File: src/rtl/mux_rr_arbiter.sv
// mux_rr_arbiter: round-robin arbiter that owns the select of an 8:1 bit mux.
// A grant is held until the owner drops its request or HOLD_MAX cycles pass,
// then ownership rotates, starting the search just after the released owner.
//
// Ports:
//   clk  - clock, rising edge
//   rst  - asynchronous active-high reset
//   req  - [7:0] request vector, req[i] = requester i wants the mux
//   sel  - [2:0] mux select, index of the current owner (held while idle)
//   gnt  - [7:0] one-hot grant, zero when idle
//   busy - 1 while a grant is active
module mux_rr_arbiter #(
  parameter int unsigned HOLD_MAX = 4
) (
  input  logic       clk,
  input  logic       rst,
  input  logic [7:0] req,
  output logic [2:0] sel,
  output logic [7:0] gnt,
  output logic       busy
);

  localparam int unsigned N_REQ = 8;
  localparam int unsigned SEL_W = 3;
  localparam int unsigned CNT_W = 4;

  typedef enum logic {
    ST_IDLE  = 1'b0,
    ST_GRANT = 1'b1
  } state_t;

  state_t             r_state;
  logic [SEL_W-1:0]   r_ptr;
  logic [CNT_W-1:0]   r_cnt;
  logic [SEL_W-1:0]   r_sel;
  logic [N_REQ-1:0]   r_gnt;
  logic               r_busy;

  logic [SEL_W-1:0]   w_start;
  logic               w_release;
  logic               w_found;
  logic [SEL_W-1:0]   w_win;

  // First set bit of req_v scanning start, start+1, ... modulo 8.
  // Scanning from the far end lets the nearest hit overwrite earlier ones.
  function automatic logic [SEL_W:0] f_search(input logic [N_REQ-1:0] req_v,
                                               input logic [SEL_W-1:0] start);
    logic             found;
    logic [SEL_W-1:0] win;
    logic [SEL_W-1:0] idx;
    found = 1'b0;
    win   = '0;
    for (int k = N_REQ - 1; k >= 0; k--) begin
      idx = start + SEL_W'(k);
      if (req_v[idx]) begin
        found = 1'b1;
        win   = idx;
      end
    end
    return {found, win};
  endfunction

  // From IDLE search from the rotation pointer; on release search from the
  // slot after the owner, which leaves the owner itself as the last candidate.
  always_comb begin
    w_start   = (r_state == ST_IDLE) ? r_ptr : r_sel + SEL_W'(1);
    w_release = !req[r_sel] || (r_cnt == CNT_W'(HOLD_MAX - 1));
    {w_found, w_win} = f_search(req, w_start);
  end

  // Arbitration state machine with registered outputs.
  always_ff @(posedge clk or posedge rst) begin
    if (rst) begin
      r_state <= ST_IDLE;
      r_ptr   <= '0;
      r_cnt   <= '0;
      r_sel   <= '0;
      r_gnt   <= '0;
      r_busy  <= 1'b0;
    end else begin
      case (r_state)
        ST_IDLE: begin
          if (w_found) begin
            r_state <= ST_GRANT;
            r_sel   <= w_win;
            r_gnt   <= N_REQ'(1) << w_win;
            r_busy  <= 1'b1;
            r_cnt   <= '0;
          end
        end
        ST_GRANT: begin
          if (!w_release) begin
            r_cnt <= r_cnt + CNT_W'(1);
          end else begin
            r_ptr <= r_sel + SEL_W'(1);
            r_cnt <= '0;
            if (w_found) begin
              r_sel <= w_win;
              r_gnt <= N_REQ'(1) << w_win;
            end else begin
              r_state <= ST_IDLE;
              r_gnt   <= '0;
              r_busy  <= 1'b0;
            end
          end
        end
        default: begin
          r_state <= ST_IDLE;
          r_gnt   <= '0;
          r_busy  <= 1'b0;
        end
      endcase
    end
  end

  assign sel  = r_sel;
  assign gnt  = r_gnt;
  assign busy = r_busy;

endmodule

File: config.mk
export PLATFORM = sky130hd
export DESIGN_NAME = mux_rr_arbiter
export DESIGN_NICKNAME = d
export VERILOG_FILES = /design/src/rtl/mux_rr_arbiter.sv
export SDC_FILE = /design/constraint.sdc
export NUM_CORES = 1
export LEC_CHECK = 0
export BUFFER_PORTS_ARGS = -buffer_cell sky130_fd_sc_hd__clkbuf_2
export CAP_MARGIN = 15
export CORE_ASPECT_RATIO = 1.1
export CORE_MARGIN = 3
export CORE_UTILIZATION = 50
export DETAILED_ROUTE_END_ITERATION = 10
export GPL_ROUTABILITY_DRIVEN = 0
export GPL_TIMING_DRIVEN = 0
export PLACE_DENSITY = 0.83
export SLEW_MARGIN = 20
export SYNTH_ARGS = -nofsm -noshare
export SYNTH_HDL_FRONTEND = slang
export SYNTH_SLANG_ARGS = --single-unit
export TNS_END_PERCENT = 20
File: constraint.sdc
create_clock -name clk -period 2.97 [get_ports clk]
set_input_delay 0.297 -clock clk [delete_from_list [all_inputs] [get_ports clk]]
set_output_delay 0.297 -clock clk [all_outputs]
set_load 0.005 [all_outputs]
# Word level (Yosys, flattened, before mapping)
# Index checks and enable logic that the tools add are counted.
[totals] rom_bits=0 latch_bits=0 ram_bits=0 mem_count=0 input_bits=10 ff_bits=20
[op_classes] n_div=0 muxes=52 n_eq_ne=4 n_lt_le_gt_ge=9 n_mul=0 addsub=9 bitwise_logic=1 n_reduce_logical=5 n_shift=1
[op_table] operator="$lt 3x4->1 const B" count=9
[op_table] operator="$mux 3" count=11
[op_table] operator="$bmux 1 s3" count=9
[op_table] operator="$mux 8" count=3
[op_table] operator="$mux 1" count=22
[op_table] operator="$pmux 8 s2" count=1
[op_table] operator="$add 3x3->3 const B" count=4
[op_table] operator="$mux 4" count=2
[op_table] operator="$pmux 4 s2" count=1
[op_table] operator="$shl 1x3->8 const A" count=1
[op_table] operator="$add 3x1->3 const B" count=2
[op_table] operator="$add 3x2->3 const B" count=2
[op_table] operator="$pmux 3 s2" count=1
[op_table] operator="$add 4x1->4 const B" count=1
[op_table] operator="$eq 4x2->1 const B" count=1
[op_table] operator="$ne 2x2->1 const B" count=2
[op_table] operator="$pmux 1 s2" count=2
[op_table] operator="$reduce_and 2->1" count=2
[op_table] operator="$reduce_and 3->1" count=1
[op_table] operator="$ne 2x1->1 const B" count=1
[op_table] operator="$logic_not 1->1" count=1
[op_table] operator="$logic_or 1x1->1" count=1
[op_table] operator="$not 1->1" count=1

# Longest topological paths before layout
[logic_depth] depth_word=17 ltp_mapped=13 ltp_nobuf=11

# Least setup slack after synthesis
# No wires, ideal clock.
[synth_timing] path_kind="flip-flop to flip-flop" start="register r_sel[1], in the netlist sel[1]" end="register r_gnt[4], in the netlist gnt[4]" stages_incl_launch_ff=13 path_buffers=2 setup_ns=0.122 slack_ns=-0.304 required_time_ns=2.848 synth_period_minus_slack_ns=3.274 arrival_ns=3.153 path_cell_list="dfrtp_1 ha_1 mux2_4 buf_2 ha_1 xnor2_4 mux4_2 a21oi_1 and4bb_4 or2_1 buf_6 nor2_2 a32o_1"
[synth_via] elab_chain_cells=17 word_cells_on_any_way=53 cone_classes="8 x add/sub; 2 x eq/ne; 1 x shift; 39 x mux; 3 x reduce/logical"
[synth_lines] item="start, declared" line_no="35" text="logic [SEL_W-1:0] r_sel;"
[synth_lines] item="start signal, assigned" line_no="85" text="r_sel <= w_win;"
[synth_lines] item="start signal, assigned" line_no="98" text="r_sel <= w_win;"
[synth_lines] item="$add 3x1->3" line_no="66" text="w_start = (r_state == ST_IDLE) ? r_ptr : r_sel + SEL_W'(1);"
[synth_lines] item="$mux 3" line_no="66"
[synth_lines] item="$add 3x3->3" line_no="54" text="idx = start + SEL_W'(k);"
[synth_lines] item="$bmux 1 s3" line_no="55" text="if (req_v[idx]) begin"
[synth_lines] item="$mux 1 (not written as such)" line_no="55"
[synth_lines] item="$mux 3 (8 in a row)" line_no="55"
[synth_lines] item="$shl 1x3->8" line_no="86, 99"
[synth_lines] item="$mux 8" line_no="97" text="if (w_found) begin"
[synth_lines] item="$mux 8" line_no="92" text="if (!w_release) begin"
[synth_lines] item="$pmux 8 s2" line_no="81" text="case (r_state)"
[synth_lines] item="end signal, assigned" line_no="86" text="r_gnt <= N_REQ'(1) << w_win;"
[synth_lines] item="end signal, assigned" line_no="99" text="r_gnt <= N_REQ'(1) << w_win;"
[synth_lines] item="end, declared" line_no="36" text="logic [N_REQ-1:0] r_gnt;"
# Parallel ways exist; a longest one is shown, timed or not. The select of a mux whose other input is x is not followed.
# A chain may end at the register's enable or synchronous reset.

# Final worst setup path
[layout_timing] start="register r_sel[0], in the netlist sel[0]" end="register r_sel[0], in the netlist sel[0]"
[layout_via] elab_chain_cells=16 word_cells_on_any_way=49 cone_classes="8 x add/sub; 1 x eq/ne; 38 x mux; 2 x reduce/logical"
[layout_lines] item="$add 3x1->3" line_no="66"
[layout_lines] item="$mux 3" line_no="66"
[layout_lines] item="$add 3x3->3" line_no="54"
[layout_lines] item="$bmux 1 s3" line_no="55"
[layout_lines] item="$mux 1 (not written as such)" line_no="55"
[layout_lines] item="$mux 3 / $mux 1 (equally long branches) (8 in a row)" line_no="55"
[layout_lines] item="$mux 3" line_no="83, 97"
[layout_lines] item="$mux 3" line_no="92"
[layout_lines] item="$pmux 3 s2" line_no="81"
# Parallel ways exist; a longest one is shown, timed or not. The select of a mux whose other input is x is not followed.

==> metrics.md <==
| Metric | Value |
|---|---|
| Slowest stage delay, CP | between 0.5 and 0.6 ns |
| Finish-stage setup viols | 11 |
| Number of synthesized flops with an enable pin | 0 |
| DRT antenna net count | 0 |
| First-pass GRT wire length | between 8000 and 9000 um |
| Crit end category | flop |
| Most common cell after layout, fill and taps aside | clkbuf_2 |
| Layout cells sized above 1 | 0.414 |
| RSZ-0062 raised after global routing | yes |
| Max-slew violations | 0 |
| Ys async rst share | 1.00 |
| Commonest cells after routing, fill and taps aside | clkbuf_2 (22), nand2_1 (21), dfrtp_1 (18) |
| Failing checks | setup timing |
| Yosys top cell area share | 0.260 |
| Routed WL | a little over 5000 um |
| Tmin final | about 3.2 ns |
| Vias | ~1900 |
| Sequential cell area | 503 um^2 |
| R2R Path Start | sel[0] |
| Met1 usage | 0.280 |
| Ys flop type | dfrtp_1 |
| Crit path max-delay family | multiplexers |
| GRT Total Usage | 0.221 |
| Synth cell types | 57 |
| Crit-path max FO | 5 |
| Clk Tree Root Cell | clkbuf_8 |
| Hold buffers post-CTS | 0 |
| Chip Height | approximately 71 um |
| Via/cell ratio | roughly 6.3 |
| Final hold violation count | 0 |
| Clock-pin slew on the worst setup and hold paths | around 0.080 ns |
| TritonCTS clock tree | yes |
| F_max | roughly 320 MHz |
| DR DRC count | 0 |
| HP Class | input pin to asynchronous set/reset pin |
| Final worst setup slack | -0.183 ns |
| Worst r2r dst | sel[0] |
| Fin nets | between 200 and 300 |
| FF-to-FF setup slack | -0.18 ns |
| Total of max-cap violations | 0 |
| Congestion Overflow GR | 0 |
| Seq cells post-synth | 20 |
| Die extent in x | around 65 um |
| Most Crowded Layer GR | met2 |
| Vias in the first global route | 1791 |
| Post-DP HPWL | ~3600 um |
| IO buf count | 21 |
| Least-Margin Pin Slew | between 0.7 and 0.8 ns |
| Ports | 22 |
| Setup TNS Final | -1.38 ns |
| CTS Sinks | 20 |
| Initial antenna violation count | 0 |
| Post-synth top area cell | dfrtp_1 |
| Met3 Use GR | 0.0349 |
| Kind of critical path | flop to flop |
| Core box area | about 0.0037 mm^2 |
| Fin cells | 299 |
| Starting Density | 0.523 |
| Crit-path cells | ha_4 -> mux2_4 -> inv_4 -> buf_6 -> ha_4 -> xnor2_4 -> mux4_2 -> a31oi_4 -> nor2_2 -> nor3_2 -> a211o_1 -> buf_6 -> o21ai_2 |
| Syn nets | around 220 |
| Cells after DPL | ~280 |
| WL/cell | ~17 um |
| Met2 Use GR | 0.381 |
| Slew headroom | 0.506 |
| Starting DRT DRC Count | between 150 and 200 |
| H-tree depth | 1 |
| Num rows | 23 |
| CTS buffer count | 3 |
| Syn avg cell area | 9.40 um^2 |
| Fin util | 0.683 |
| Inserted Diodes | 0 |
| TritonRoute pass-1 iters | 5 |
| Syn Inst Count | roughly 200 |
| # fillers | 300 |
| Largest net degree at the start of global routing | 21 |
| Area Growth Syn to Fin | 30.6% |
| Die area | 0.00464 mm^2 |
| Register-to-Register Path Depth | 13 |
| Worst-Skew Late Latency | between 0.2 and 0.3 ns |
| Crit path DAT | between 3 and 4 ns |
| Final period util | 1.06 |
| Worst Skew | between 0.005 and 0.006 ns |
| Worst setup SP type | flop |
| Deepest clock path buffer count | 2 |
| CP bufs+invs | 3 |
| Ranking of synthesized cells by area | dfrtp_1 (26%), mux4_2 (9.4%), mux2i_1 (5.2%) |
| Status | complete, but fails checks |
| Syn Std Cell Area | about 0.0019 mm^2 |
| CP required | 3.12 ns |
| Yosys warning count | 0 |
| Highest-delay cell along the critical path | mux4_2 |
| Multi-input gate area | 0.00148 mm^2 |
| Post-synthesis sequential area ratio | 0.260 |
[worst register-to-register path, delay by kind of cell, from the launching register on]
kind / cells / cell delay [ns]
muxes: 2 / 0.88
AOI/OAI and AO/OA: 3 / 0.51
adders and majority gates: 2 / 0.44
DFF: 1 / 0.44
and+or+nand+nor: 2 / 0.33
buffers and inverters: 3 / 0.31
xor gates and xnor gates: 1 / 0.13
[sequential cells by signal, indices dropped and copies added, names as in the netlist]
signal	cells
busy	1
gnt	8
r_cnt	4
r_ptr	3
r_state	1
sel	3
[metal layers]
layer	part of all wire	wire (um)
met5	0	0
met4	0.033	172
met3	0.051	264
met1	0.39	2030
met2	0.52	2690
[kinds of logic (layout without fill, tap and decap cells)]
logic type	Yosys count	after routing	share of synthesized area
flip-flops	20	20	0.260
buffers and inverters	16	60	0.0493
AO/OA/AOI/OAI	62	62	0.227
adder cells (fa/ha/maj)	4	4	0.0260
multiplexers	27	27	0.203
AND/OR/NAND/NOR	69	69	0.186
XOR/XNOR	7	7	0.0494
[what timing repair did]
action                     in CTS  in global routing
buffers inserted               15                  4
setup endpoints to repair      15                 15
cloned                          0                  0
pin swaps                      10                 17
resized for setup              14                 22
[synthesized netlist by cell type (5+ instances only)]
cell     number
mux4_2        8
mux2_2        6
o21ai_0      16
a32o_1        8
nand3_1      13
o21ai_1       5
nor3_1        6
dfrtp_1      20
a21oi_1       9
inv_1         6
nor2_1        9
mux2i_1      10
nand2_1      22
[worst max-delay path by stage]
stage               depth (start not counted)  endpoint    from  slack, ns
CTS                                        11    gnt[4]  sel[1]      -0.13
detailed placement                         13    gnt[4]  sel[0]      -0.37
global placement                           13    gnt[4]  sel[0]      -0.31
global route                               12    sel[0]  sel[0]      -0.31
floorplan                                  12    gnt[4]  sel[0]      -0.07
finish                                     13    sel[0]  sel[0]      -0.18
[final cells by class]
| type | count | share of cell area |
|---|---|---|
| Multi-Input combinational cell | 169 | 0.586 |
| Sequential cell | 20 | 0.200 |
| Timing Repair Buffer | 40 | 0.111 |
| Buffer | 9 | 0.0378 |
| Tap cell | 50 | 0.0249 |
| Clock buffer | 3 | 0.0164 |
| Clock inverter | 1 | 0.0119 |
| Inverter | 7 | 0.0114 |
[stage by stage]
stage | area, um^2 | worst slack, ns | hold WS, ns
2_1_floorplan | 1980 | -0.0652 | 0.261
3_3_place_gp | 2150 | -0.306 | 0.434
3_5_place_dp | 2150 | -0.373 | 0.438
4_1_cts | 2410 | -0.131 | 0.155
5_1_grt | 2520 | -0.312 | 0.173
6_report | 2520 | -0.183 | 0.129
Power is not shown: default switching activity piles up to over one toggle a cycle in this logic, so the estimate is an artifact.
